===== src/rtl/video_timing_gen_if.sv =====
// ============================================================================
// Module      : video_timing_gen_if
// Description : Raster timing bundle between the timing generator and its
//               consumers (pixel_gen, DAC sync pins).
//               master : timing generator (drives the raster, samples en)
//               slave  : consumer (drives en, samples the raster)
// Signals     : en          pixel-clock enable, counters advance only when 1
//               pixel_cnt   horizontal position, 0..H_TOTAL-1
//               line_cnt    vertical position, 0..V_TOTAL-1
//               h_sync      horizontal sync, polarity H_POL
//               v_sync      vertical sync, polarity V_POL
//               video_on    visible-region flag
//               line_start  1-cycle pulse when pixel_cnt becomes 0
//               frame_start 1-cycle pulse when the raster becomes (0, 0)
// Revision    : 1.0 - initial release
// ============================================================================
`default_nettype none

interface video_timing_gen_if;
  logic        en;
  logic [11:0] pixel_cnt;
  logic [11:0] line_cnt;
  logic        h_sync;
  logic        v_sync;
  logic        video_on;
  logic        line_start;
  logic        frame_start;

  modport master (
    input  en,
    output pixel_cnt,
    output line_cnt,
    output h_sync,
    output v_sync,
    output video_on,
    output line_start,
    output frame_start
  );

  modport slave (
    output en,
    input  pixel_cnt,
    input  line_cnt,
    input  h_sync,
    input  v_sync,
    input  video_on,
    input  line_start,
    input  frame_start
  );
endinterface

`default_nettype wire


===== src/rtl/video_timing_gen.sv =====
// ============================================================================
// Module      : video_timing_gen
// Description : Raster timing source for one display mode. A horizontal and a
//               vertical FSM each walk ACTIVE -> FRONT_PORCH -> SYNC ->
//               BACK_PORCH. Every output is registered and derived from the
//               next-count value, so it is cycle-aligned with the counters.
// Ports       : rfr_clk  in  pixel/refresh clock
//               reset_n  in  asynchronous active-low reset
//               vt_if    master modport of video_timing_gen_if
//                        (en in; pixel_cnt, line_cnt, h_sync, v_sync,
//                         video_on, line_start, frame_start out)
// Revision    : 1.0 - initial release
// ============================================================================
`default_nettype none

module video_timing_gen #(
  parameter int unsigned H_ACTIVE = 640,
  parameter int unsigned H_FP     = 16,
  parameter int unsigned H_SYNC   = 96,
  parameter int unsigned H_BP     = 48,
  parameter int unsigned V_ACTIVE = 480,
  parameter int unsigned V_FP     = 10,
  parameter int unsigned V_SYNC   = 2,
  parameter int unsigned V_BP     = 33,
  parameter bit          H_POL    = 1'b0,
  parameter bit          V_POL    = 1'b0
) (
  input  wire logic           rfr_clk,
  input  wire logic           reset_n,
  video_timing_gen_if.master  vt_if
);

  // --------------------------------------------------------------------------
  // Raster geometry
  // --------------------------------------------------------------------------
  localparam int unsigned H_TOTAL = H_ACTIVE + H_FP + H_SYNC + H_BP;
  localparam int unsigned V_TOTAL = V_ACTIVE + V_FP + V_SYNC + V_BP;

  // Segment boundaries are 13 bits wide: with a zero back porch the BP
  // boundary equals the total, which may be exactly 4096 and must never
  // alias onto count 0.
  localparam logic [12:0] H_FP_START   = 13'(H_ACTIVE);
  localparam logic [12:0] H_SYNC_START = 13'(H_ACTIVE + H_FP);
  localparam logic [12:0] H_BP_START   = 13'(H_ACTIVE + H_FP + H_SYNC);
  localparam logic [11:0] H_LAST       = 12'(H_TOTAL - 1);

  localparam logic [12:0] V_FP_START   = 13'(V_ACTIVE);
  localparam logic [12:0] V_SYNC_START = 13'(V_ACTIVE + V_FP);
  localparam logic [12:0] V_BP_START   = 13'(V_ACTIVE + V_FP + V_SYNC);
  localparam logic [11:0] V_LAST       = 12'(V_TOTAL - 1);

  // --------------------------------------------------------------------------
  // FSM encoding (shared by the horizontal and vertical machines)
  // --------------------------------------------------------------------------
  localparam logic [1:0] ST_ACTIVE = 2'd0;
  localparam logic [1:0] ST_FP     = 2'd1;
  localparam logic [1:0] ST_SYNC   = 2'd2;
  localparam logic [1:0] ST_BP     = 2'd3;

  // --------------------------------------------------------------------------
  // Geometry sanity: counters are 12 bits
  // --------------------------------------------------------------------------
  if (H_TOTAL > 4096 || V_TOTAL > 4096) begin : g_total_check
    $error("video_timing_gen: H_TOTAL or V_TOTAL exceeds 4096");
  end

  // --------------------------------------------------------------------------
  // Segment walk: the state changes when the next count lands on a segment
  // boundary. The checks run in raster order so that, when a zero-width
  // segment makes two boundaries coincide, the later segment wins and the
  // empty one is skipped.
  // --------------------------------------------------------------------------
  function automatic logic [1:0] seg_next(
    input logic [1:0]  cur,
    input logic [11:0] cnt,
    input logic [12:0] fp_start,
    input logic [12:0] sync_start,
    input logic [12:0] bp_start
  );
    logic [1:0]  nxt;
    logic [12:0] cnt_x;
    nxt   = cur;
    cnt_x = {1'b0, cnt};
    if (cnt == 12'd0)        nxt = ST_ACTIVE;
    if (cnt_x == fp_start)   nxt = ST_FP;
    if (cnt_x == sync_start) nxt = ST_SYNC;
    if (cnt_x == bp_start)   nxt = ST_BP;
    return nxt;
  endfunction

  // --------------------------------------------------------------------------
  // State
  // --------------------------------------------------------------------------
  logic [11:0] pixel_q,  pixel_d;
  logic [11:0] line_q,   line_d;
  logic [1:0]  hstate_q, hstate_d;
  logic [1:0]  vstate_q, vstate_d;
  logic        hsync_q,  hsync_d;
  logic        vsync_q,  vsync_d;
  logic        video_q,  video_d;
  logic        lstart_q, lstart_d;
  logic        fstart_q, fstart_d;

  logic        h_wrap;
  logic        v_wrap;
  logic        line_adv;

  assign h_wrap   = (pixel_q == H_LAST);
  assign v_wrap   = (line_q == V_LAST);
  // The vertical side only moves on an enabled horizontal wrap.
  assign line_adv = vt_if.en && h_wrap;

  // --------------------------------------------------------------------------
  // Next-state logic
  // --------------------------------------------------------------------------
  always_comb begin
    pixel_d  = pixel_q;
    line_d   = line_q;
    hstate_d = hstate_q;
    vstate_d = vstate_q;

    if (vt_if.en) begin
      pixel_d  = h_wrap ? 12'd0 : pixel_q + 12'd1;
      hstate_d = seg_next(hstate_q, pixel_d,
                          H_FP_START, H_SYNC_START, H_BP_START);
    end

    if (line_adv) begin
      line_d   = v_wrap ? 12'd0 : line_q + 12'd1;
      vstate_d = seg_next(vstate_q, line_d,
                          V_FP_START, V_SYNC_START, V_BP_START);
    end
  end

  // Outputs are decoded from the next state so that they land on the same
  // edge as the counter value they describe. With en low the states hold,
  // so these decodes hold too; the pulses are gated by en explicitly.
  always_comb begin
    hsync_d  = (hstate_d == ST_SYNC) ? H_POL : ~H_POL;
    vsync_d  = (vstate_d == ST_SYNC) ? V_POL : ~V_POL;
    video_d  = (hstate_d == ST_ACTIVE) && (vstate_d == ST_ACTIVE);
    lstart_d = line_adv;
    fstart_d = line_adv && v_wrap;
  end

  // --------------------------------------------------------------------------
  // Registers. Reset parks the raster on its last pixel so the first enabled
  // edge afterwards lands on (0, 0) with both start pulses.
  // --------------------------------------------------------------------------
  always_ff @(posedge rfr_clk or negedge reset_n) begin
    if (!reset_n) begin
      pixel_q  <= H_LAST;
      line_q   <= V_LAST;
      hstate_q <= ST_BP;
      vstate_q <= ST_BP;
      hsync_q  <= ~H_POL;
      vsync_q  <= ~V_POL;
      video_q  <= 1'b0;
      lstart_q <= 1'b0;
      fstart_q <= 1'b0;
    end else begin
      pixel_q  <= pixel_d;
      line_q   <= line_d;
      hstate_q <= hstate_d;
      vstate_q <= vstate_d;
      hsync_q  <= hsync_d;
      vsync_q  <= vsync_d;
      video_q  <= video_d;
      lstart_q <= lstart_d;
      fstart_q <= fstart_d;
    end
  end

  // --------------------------------------------------------------------------
  // Output mapping
  // --------------------------------------------------------------------------
  assign vt_if.pixel_cnt   = pixel_q;
  assign vt_if.line_cnt    = line_q;
  assign vt_if.h_sync      = hsync_q;
  assign vt_if.v_sync      = vsync_q;
  assign vt_if.video_on    = video_q;
  assign vt_if.line_start  = lstart_q;
  assign vt_if.frame_start = fstart_q;

endmodule

`default_nettype wire


===== src/flat_wrapper.sv =====
// flat-port wrapper written by rule: the top's interface ports become plain ports
module video_timing_gen_flat 
#(
  parameter int unsigned H_ACTIVE = 640,
  parameter int unsigned H_FP     = 16,
  parameter int unsigned H_SYNC   = 96,
  parameter int unsigned H_BP     = 48,
  parameter int unsigned V_ACTIVE = 480,
  parameter int unsigned V_FP     = 10,
  parameter int unsigned V_SYNC   = 2,
  parameter int unsigned V_BP     = 33,
  parameter bit          H_POL    = 1'b0,
  parameter bit          V_POL    = 1'b0
)
  (rfr_clk, reset_n, vt_if_en, vt_if_pixel_cnt, vt_if_line_cnt, vt_if_h_sync, vt_if_v_sync, vt_if_video_on, vt_if_line_start, vt_if_frame_start);
  video_timing_gen_if vt_if_i ();
  input  wire logic rfr_clk;
  input  wire logic reset_n;
  input wire logic [$bits(vt_if_i.en)-1:0] vt_if_en;
  output wire logic [$bits(vt_if_i.pixel_cnt)-1:0] vt_if_pixel_cnt;
  output wire logic [$bits(vt_if_i.line_cnt)-1:0] vt_if_line_cnt;
  output wire logic [$bits(vt_if_i.h_sync)-1:0] vt_if_h_sync;
  output wire logic [$bits(vt_if_i.v_sync)-1:0] vt_if_v_sync;
  output wire logic [$bits(vt_if_i.video_on)-1:0] vt_if_video_on;
  output wire logic [$bits(vt_if_i.line_start)-1:0] vt_if_line_start;
  output wire logic [$bits(vt_if_i.frame_start)-1:0] vt_if_frame_start;
  assign vt_if_i.en = vt_if_en;
  assign vt_if_pixel_cnt = vt_if_i.pixel_cnt;
  assign vt_if_line_cnt = vt_if_i.line_cnt;
  assign vt_if_h_sync = vt_if_i.h_sync;
  assign vt_if_v_sync = vt_if_i.v_sync;
  assign vt_if_video_on = vt_if_i.video_on;
  assign vt_if_line_start = vt_if_i.line_start;
  assign vt_if_frame_start = vt_if_i.frame_start;
  video_timing_gen #(.H_ACTIVE(H_ACTIVE), .H_FP(H_FP), .H_SYNC(H_SYNC), .H_BP(H_BP), .V_ACTIVE(V_ACTIVE), .V_FP(V_FP), .V_SYNC(V_SYNC), .V_BP(V_BP), .H_POL(H_POL), .V_POL(V_POL)) u_core (.rfr_clk(rfr_clk), .reset_n(reset_n), .vt_if(vt_if_i));
endmodule

===== config.mk =====
export PLATFORM = sky130hd
export DESIGN_NAME = video_timing_gen_flat
export DESIGN_NICKNAME = d
export VERILOG_FILES = /design/src/rtl/video_timing_gen_if.sv /design/src/rtl/video_timing_gen.sv /design/src/flat_wrapper.sv
export SDC_FILE = /design/constraint.sdc
export NUM_CORES = 1
export LEC_CHECK = 0
export ABC_AREA = 1
export ABC_CLOCK_PERIOD_IN_PS = 2350
export CORE_ASPECT_RATIO = 1.1
export CORE_MARGIN = 3
export CORE_UTILIZATION = 55
export CTS_CLUSTER_DIAMETER = 50
export DETAILED_ROUTE_END_ITERATION = 8
export GPL_ROUTABILITY_DRIVEN = 0
export PLACE_DENSITY = 0.8
export SLEW_MARGIN = 5
export SYNTH_ARGS = -nofsm -noshare
export SYNTH_HDL_FRONTEND = slang
export SYNTH_SLANG_ARGS = --single-unit

===== constraint.sdc =====
create_clock -name rfr_clk -period 2.35 [get_ports rfr_clk]
set_clock_uncertainty 0.15 [all_clocks]
set_input_delay 0.5875 -clock rfr_clk [delete_from_list [all_inputs] [get_ports rfr_clk]]
set_output_delay 0.5875 -clock rfr_clk [all_outputs]
set_load 0.02 [all_outputs]

Word level (Yosys, flattened, before mapping):

Cells that the tools add are included.

* add/subtract/negate cells: 2
* multiply operators: 0
* divide/modulo/power cells: 0
* $lt $le $gt $ge: 0
* eq/ne operators: 10
* shifts and indexed selects: 0
* muxes and demuxes: 14
* bitwise gates (word level): 0
* reduce and logical (&&, ||, !) cells: 7

Operators with widths (count)
* 12-bit by 10-bit == test with 1-bit output (second input constant): 5
* 12-bit by 9-bit == test with 1-bit output (second input constant): 3
* 12-bit by 1-bit adder with 12-bit output (second input constant): 2
* 12-bit logical NOT: 2
* 12-bit 2-to-1 mux: 2
* 2-bit 2-to-1 mux: 10
* 2-bit == test (second input constant): 2
* 2-bit logical NOT: 2
* 1-bit logical AND: 3
* 1-bit 2-to-1 mux: 2

* register bits after elaboration: 33
* latch bits: 0
* bits in writable memories: 0
* memory bits (read-only): 0
* input port bits: 3
* output and inout bits: 29
* word-level logic and storage cells: 42
* memories: 0

Logic depth before layout (Yosys ltp):

Gate-level depths: netlist (run 1).

* word-level depth: 10
* mapped depth: 19
* gate-level depth less buffers: 18

Least setup slack after synthesis (run 1):

OpenSTA, ideal clock, no wires.

* path type: flip-flop to flip-flop
* start point: register u_core.pixel_q[1] (netlist: u_core.vt_if.pixel_cnt[1])
* end point: register u_core.video_q (netlist: u_core.vt_if.video_on)
* library setup time: 114 ps
* arrival: 1938 ps
* setup slack: 148 ps
* cell stages (with the launch flop): 13
* path buffers: 0
* cells stage by stage: dfstp_2 -> ha_1 -> nand2_4 -> nor2_8 -> nand3_4 -> a21oi_4 -> nand3_1 -> o21ai_1 -> nor2_1 -> nand2_1 -> nand2_2 -> nand2_2 -> nor2_2

* longest elaborated chain between the ends: 10
* elaborated cells on any way between the ends: 17

Ends and longest elaborated chain
* start, declared: line video_timing_gen.sv:94 `logic [11:0] pixel_q, pixel_d;`
* start signal, assigned: line video_timing_gen.sv:162 `pixel_q <= pixel_d;`
* 12-bit by 1-bit adder with 12-bit output or 12-bit by 10-bit == test with 1-bit output (tied branches): line video_timing_gen.sv:123, video_timing_gen.sv:108
* 12-bit 2-to-1 mux: line video_timing_gen.sv:123 `pixel_d = h_wrap ? 12'd0 : pixel_q + 12'd1;`
* 12-bit logical NOT: line video_timing_gen.sv:84 `if (cnt == 12'd0) nxt = ST_ACTIVE;`
* 2-bit 2-to-1 mux: line video_timing_gen.sv:84
* 2-bit 2-to-1 mux: line video_timing_gen.sv:85 `if (cnt_x == fp_start) nxt = ST_FP;`
* 2-bit 2-to-1 mux: line video_timing_gen.sv:86 `if (cnt_x == sync_start) nxt = ST_SYNC;`
* 2-bit 2-to-1 mux: line video_timing_gen.sv:87 `if (cnt_x == bp_start) nxt = ST_BP;`
* 2-bit 2-to-1 mux: line video_timing_gen.sv:122 `if (vt_if.en) begin`
* 2-bit logical NOT: line video_timing_gen.sv:141 `video_d = (hstate_d == ST_ACTIVE) && (vstate_d == ST_ACTIVE);`
* 1-bit logical AND (*): line video_timing_gen.sv:141
* via u_core.video_d: line video_timing_gen.sv:100 `logic video_q, video_d;`
* end signal, assigned: line video_timing_gen.sv:168 `video_q <= video_d;`
* end, declared: line video_timing_gen.sv:100

The timed path passes the listed nets; every way through them passes the cells marked *.
A chain may end at the register's enable or synchronous reset.

Final worst setup path (run 1):

* start point: register u_core.line_q[2] (netlist: u_core.vt_if.line_cnt[2])
* end point: output vt_if_line_cnt[2]

RTL lines
* start, declared: line video_timing_gen.sv:95 `logic [11:0] line_q, line_d;`
* start signal, assigned: line video_timing_gen.sv:163 `line_q <= line_d;`
* end, declared: line flat_wrapper.sv:21 `output wire logic [$bits(vt_if_i.line_cnt)-1:0] vt_if_line_cnt;`

No word-level cell between the ends.

==> impl_metrics.ini, run 1 <==
[outcome]
outcome = completed

[synth]
yosysUniqueCellTypes = 33
yosys-top-cells-area = dfrtp_1 (18%), dfstp_2 (17%), nand2_1 (17%), nand3_1 (6.4%), inv_1 (6.2%)
ys_ff_latch = 33
yosys.area.top_type = dfrtp_1
netlist_instances = 356
synth_warnings = 0
avgSynthCellArea_sq_um = 6.81
synth_top_cell_area_share_pct = 17.6
syn_nets = 364
seq_area_frac_synth_pct = 34.9
netlist_area_sq_um = 2420

[power]
powerDensity_nw_per_um2 = 685
peakVddDrop_v = 0.000456
leakage_nw = 1.47

[setup_path]
cp.buffers_inverters = 1
path_delay_family = buffers and inverters
cp.arrival_ns = 1.56
worstPathRequired_ns = 1.61
critPathSlowestCell = clkdlybuf4s50_1
cp-end-kind = primary output
reg2regPathDepth = 15
critical_path_class = reg2out
crit_fanout = 6
cp_cell_sequence = clkdlybuf4s50_1
max_stage_delay_ns = 0.64
r2r_slack_ns = 0.10
r2r-end = u_core.vt_if.video_on
r2r_start = u_core.vt_if.pixel_cnt[0]
worst_setup_path_start_kind = flip-flop

[route]
drc = 0
first_iter_violations = 149
vias_per_cell = 5.32
wl_per_cell_microns = 12.7
totalWireLength_mm = 5.79
drtAntennaViolNets = 0
num_vias = 2422
first_pass_iters = 4

[timing]
worst_pin_slew_ns = 0.430
setup_viol = 0
max-slew-margin-rel_pct = 71.3
slew_viol_final = 0
timing.final.crit_period_ns = 2.29
fin_crit_sh_pct = 97.6
finalSetupTns_ns = 0
clock.fmax_mhz = 436
rsz0062_at_grt = true
hold_viol = 0

[clocking]
cts_buffer_depth = 2
cts_hold_buf = 0
cts.clk_slew.worst_paths_ns = 0.07
cts.sinks = 33
cts_tree = done
htree_num_levels = 2
cts-root-buf = clkbuf_8
insertion_delay_ns = 0.28
cts_inserted_buffers = 5

[placement]
io_buffers = 31
place_area_sq_um = 2800
dp.cells = 436
hpwl_mm = 4.17

[global_route]
use_met2_pct = 37.7
grt_use_total_pct = 22.7
grt_use_met1_pct = 29.9
antenna_found_initial = 0
grtUsageMet3_pct = 3.83
grt_pass1_vias = 2186
grt_start_max_net_pins = 34
gr-total-overflow = 0
busiest_layer = met2
grt_pass1_wl_mm = 9.60

[layout]
n_antenna_cell = 0
multi_input_area_sq_um = 1440
layout-drive-gt1-share_pct = 25.8
seq_area_sq_um = 847
fillCellCount = 344
final_nets = 410
area_growth_pct = 27.0
final_util_pct = 74.8
fin_cells = 455
design_area_sq_um = 3080

[hold_path]
min_path_type = reg2reg
hold_path_depth = 2
min_to = u_core.vt_if.pixel_cnt[9]
hp-start = u_core.vt_if.pixel_cnt[9]

[floorplan]
io_pins = 32
initial_core_util_pct = 58.9
die_area_sq_um = 5240
rows = 24
die_y_microns = 75.6
coreArea_sq_um = 4110
die_x_microns = 69.3

[job]
drv_cap = 0
[power by group]
part	switching, W	internal (W)	leakage [nW]
Sequential	0.000144	0.000716	0.380
Clock	0.000203	0.000205	0.0450
Combinational	0.000489	0.000353	1.05
[flip-flops by register name, indices dropped and copies added, names as in the netlist]
signal	cells
u_core.vt_if.v_sync	1
u_core.vt_if.h_sync	1
u_core.vt_if.line_cnt	12
u_core.vt_if.video_on	1
u_core.vt_if.pixel_cnt	12
u_core.vstate_q	2
u_core.vt_if.frame_start	1
u_core.vt_if.line_start	1
u_core.hstate_q	2
[placed cells by master, fill, tap and decap left out, types with 3 or more instances in the layout]
| cell type | count |
|---|---|
| inv_1 | 37 |
| nand2_2 | 13 |
| clkdlybuf4s50_1 | 30 |
| nand2_1 | 107 |
| or2_2 | 3 |
| nor2_1 | 31 |
| nor2_2 | 7 |
| o21ai_1 | 3 |
| xor2_1 | 3 |
| buf_4 | 17 |
| dfrtp_1 | 16 |
| nand3_1 | 28 |
| nand4_1 | 11 |
| nor2_4 | 7 |
| nand3_4 | 4 |
| o21ai_0 | 23 |
| inv_2 | 11 |
| clkbuf_8 | 5 |
| nand3_2 | 3 |
| dfstp_2 | 16 |
| nand2_4 | 3 |
[metal layers]
metal | share of wire (%) | wire length [microns]
met1 | 44 | 2530
met2 | 49 | 2820
met3 | 5.6 | 325
met4 | 1.9 | 111
met5 | 0 | 0
[through the flow]
stage | power [W] | worst slack, ns | hold slack, ns
finish | 0.00211 | 0.0556 | 0.382
global placement | 0.00160 | 0.107 | 0.339
CTS | 0.00203 | 0.0342 | 0.357
detailed placement | 0.00162 | 0.0730 | 0.349
floorplan | 0.00135 | 0.148 | 0.142
global route | 0.00224 | -0.0687 | 0.412
[worst max-delay path by stage]
stage / startpoint / endpoint / depth (start not counted)
after floorplan: u_core.vt_if.pixel_cnt[1] / u_core.vt_if.video_on / 12
after global placement: vt_if_en / u_core.vt_if.video_on / 7
after detailed placement: vt_if_en / u_core.vt_if.video_on / 7
after CTS: u_core.vt_if.line_cnt[2] / vt_if_line_cnt[2] / 1
after global routing: u_core.vt_if.pixel_cnt[1] / u_core.vt_if.video_on / 17
final: u_core.vt_if.line_cnt[2] / vt_if_line_cnt[2] / 1
[synth_stat cells]
cell type	number
nand4_1	11
dfrtp_1	17
nor3_2	2
nor2_2	9
inv_1	40
nand3_2	3
nand2b_1	1
a21oi_4	1
buf_4	3
buf_2	4
nand2_4	2
nand2_1	111
nand3_1	31
o211ai_1	1
inv_2	8
or2_2	3
a31o_2	1
ha_1	5
nor2_4	3
clkbuf_1	3
nor2_8	1
a21oi_2	1
clkinv_1	2
o21ai_0	23
nand3_4	1
nor2_1	33
dfstp_2	16
nand2_2	10
o21ai_1	4
o21bai_1	1
a21oi_1	1
xor2_1	3
nor4_1	1
[kinds of logic (layout without fill, tap and decap cells)]
logic type	count (synthesis)	count (layout)	synth area share, %
AOI/OAI and AO/OA	33	33	7.80
and+or+nand+nor	222	222	43.7
xor gates and xnor gates	3	3	1.08
adders and majority gates	5	5	2.58
DFF	33	33	34.9
buffers and inverters	60	107	9.96
[cell type report]
type	count	share of cell area [%]
clock inverter	2	0.325
inverter	50	6.10
sequential	33	27.5
multi-input combinational	263	46.7
tap	52	2.11
clock buffer	6	2.36
timing repair buffer	49	14.8
[what timing repair did]
action | 4_1_cts | 5_1_grt
pin swaps | 0 | 17
endpoints found under the setup margin | 1 | 8
gates resized for setup | 1 | 27
buffers inserted | 0 | 11
No activity file was read; power rests on OpenSTA's default activity.
==> run 2, diff against run 1 <==
--- a/config.mk
+++ b/config.mk
@@ -9,11 +9,11 @@
 export ABC_CLOCK_PERIOD_IN_PS = 2350
 export CORE_ASPECT_RATIO = 1.1
 export CORE_MARGIN = 3
-export CORE_UTILIZATION = 55
+export CORE_UTILIZATION = 40
+export CTS_BUF_LIST = sky130_fd_sc_hd__clkbuf_4
 export CTS_CLUSTER_DIAMETER = 50
 export DETAILED_ROUTE_END_ITERATION = 8
 export GPL_ROUTABILITY_DRIVEN = 0
-export PLACE_DENSITY = 0.8
 export SLEW_MARGIN = 5
 export SYNTH_ARGS = -nofsm -noshare
 export SYNTH_HDL_FRONTEND = slang
==> run 2 against run 1 <==
  * Sequential power fell by 2%
  * Highest routed layer unchanged
  * Clock-buffer cell count unchanged
  * Largest power group unchanged
  * Setup slack worse by 0.0096 ns
  * Global-route usage shrank 5.2 points
  * Via count is 4.5% lower
==> impl_metrics.ini, run 2 (synthesized netlist as in run 1, its figures left out) <==
[clocking]
cts-root-buf = clkbuf_4
cts.sinks = 33
insertion_delay_ns = 0.34
cts_buffer_depth = 2
cts.clk_slew.worst_paths_ns = 0.12
htree_num_levels = 2
cts_tree = done
cts_hold_buf = 0
cts_inserted_buffers = 5

[route]
num_vias = 2313
drtAntennaViolNets = 0
first_iter_violations = 148
vias_per_cell = 4.79
wl_per_cell_microns = 12.0
first_pass_iters = 4
drc = 0
totalWireLength_mm = 5.81

[floorplan]
rows = 29
initial_core_util_pct = 41.7
die_x_microns = 80.2
io_pins = 32
die_y_microns = 87.6
coreArea_sq_um = 5810
die_area_sq_um = 7030

[layout]
final_nets = 413
n_antenna_cell = 0
layout_common_cells = nand2_1 (111), inv_1 (38), nor2_1 (32), nand3_1 (29), clkdlybuf4s50_1 (25)
final_common_cell = nand2_1
design_area_sq_um = 3100
layout-drive-gt1-share_pct = 24.6
area_growth_pct = 27.7

[timing]
rsz0062_at_grt = true
hold_viol = 0
finalSetupTns_ns = 0
worst_pin_slew_ns = 0.460
max-slew-margin-rel_pct = 69.3
timing.final.crit_period_ns = 2.30
clock.fmax_mhz = 434
fin_crit_sh_pct = 98.0
setup_viol = 0
slew_viol_final = 0

[setup_path]
cp.arrival_ns = 1.57
worst_setup_path_start_kind = flip-flop
cp.depth = 1
max_stage_delay_ns = 0.63
cp.buffers_inverters = 1
reg2regPathDepth = 14
r2r-end = u_core.vt_if.video_on
worstPathRequired_ns = 1.61
crit_fanout = 6
r2r_start = u_core.vt_if.line_cnt[2]
r2r_slack_ns = 0.15
cp_cell_sequence = clkdlybuf4s50_1
critPathSlowestCell = clkdlybuf4s50_1
cp-end-kind = primary output
critical_path_class = reg2out
path_delay_family = buffers and inverters

[hold_path]
min_path_type = reg2reg
hp-start = u_core.vt_if.pixel_cnt[9]
hold_path_depth = 2
min_to = u_core.vt_if.pixel_cnt[9]

[global_route]
grt_use_total_pct = 17.4
grt_use_met1_pct = 24.7
busiest_layer = met2
grt_pass1_vias = 2112
gr-total-overflow = 0
grtUsageMet3_pct = 3.19
grt_pass1_wl_mm = 9.78
antenna_found_initial = 0
use_met2_pct = 27.3
grt_start_max_net_pins = 34

[placement]
io_buffers = 31
place_area_sq_um = 2860
hpwl_mm = 4.13

[outcome]
outcome = completed

[power]
powerDensity_nw_per_um2 = 679
leakage_nw = 1.52
peakVddDrop_v = 0.000328

[job]
drv_cap = 0
run 2: changes by cell type in the layout (fill, tap and decap cells not counted), sizes merged:
cell | previous run | this run
buf | 18 | 21
dlygate4sd2 | 1 | 3
clkinv | 4 | 3
clkdlybuf4s50 | 30 | 25
dlymetal6s2s | 0 | 3
bufinv | 0 | 1
run 2: cell type report:
| type | instances | area (sq um) |
|---|---|---|
| clock buffer | 6 | 45.0 |
| clock inverter | 2 | 33.8 |
| fill | 557 | 2710 |
| inverter | 50 | 188 |
| multi-input combinational | 263 | 1410 |
| sequential | 33 | 848 |
| tap | 77 | 96.3 |
| timing repair buffer | 52 | 479 |
run 2: power breakdown:
group          internal (W)  switching (W)  total [W]
sequential         0.000714       0.000128   0.000842
combinational      0.000347       0.000475   0.000822
clock              0.000233       0.000203   0.000436
total               0.00129       0.000807    0.00210
run 2: worst max-delay path by stage:
stage | start | endpoint | slack (ns)
floorplan | u_core.vt_if.pixel_cnt[1] | u_core.vt_if.video_on | 0.15
global placement | vt_if_en | u_core.vt_if.video_on | 0.1
detailed placement | u_core.vt_if.line_cnt[1] | u_core.vt_if.video_on | 0.09
CTS | u_core.vt_if.pixel_cnt[3] | vt_if_pixel_cnt[3] | 0.00002
global route | u_core.vt_if.line_cnt[2] | u_core.vt_if.video_on | -0.07
finish | u_core.vt_if.line_cnt[9] | vt_if_line_cnt[9] | 0.05
run 2: what timing repair did:
action,in CTS,in global routing
buffers inserted,0,10
endpoints found under the setup margin,3,9
resized for setup,3,23
pin swaps,0,11
run 2: routing by layer:
metal  up-vias  routed length (microns)  share of wire, %
met5         -                        0                 0
met4         0                       60               1.0
met3         7                      190               3.3
met2        39                     2600                45
met1      1043                     2960                51
li1       1224                        -                 -
run 2: stage by stage:
| stage | instances | setup slack (ns) | hold WS [ns] | util (%) | total power (W) |
|---|---|---|---|---|---|
| 2_1_floorplan | 356 | 0.148 | 0.142 | - | 0.00135 |
| 3_3_place_gp | 465 | 0.0971 | 0.360 | 49.2 | 0.00162 |
| 3_5_place_dp | 465 | 0.0929 | 0.355 | 49.2 | 0.00162 |
| 4_1_cts | 473 | 0.0000190 | 0.374 | 50.5 | 0.00207 |
| 5_1_grt | 483 | -0.0716 | 0.397 | 53.3 | 0.00225 |
| 6_report | 483 | 0.0459 | 0.372 | 53.3 | 0.00210 |
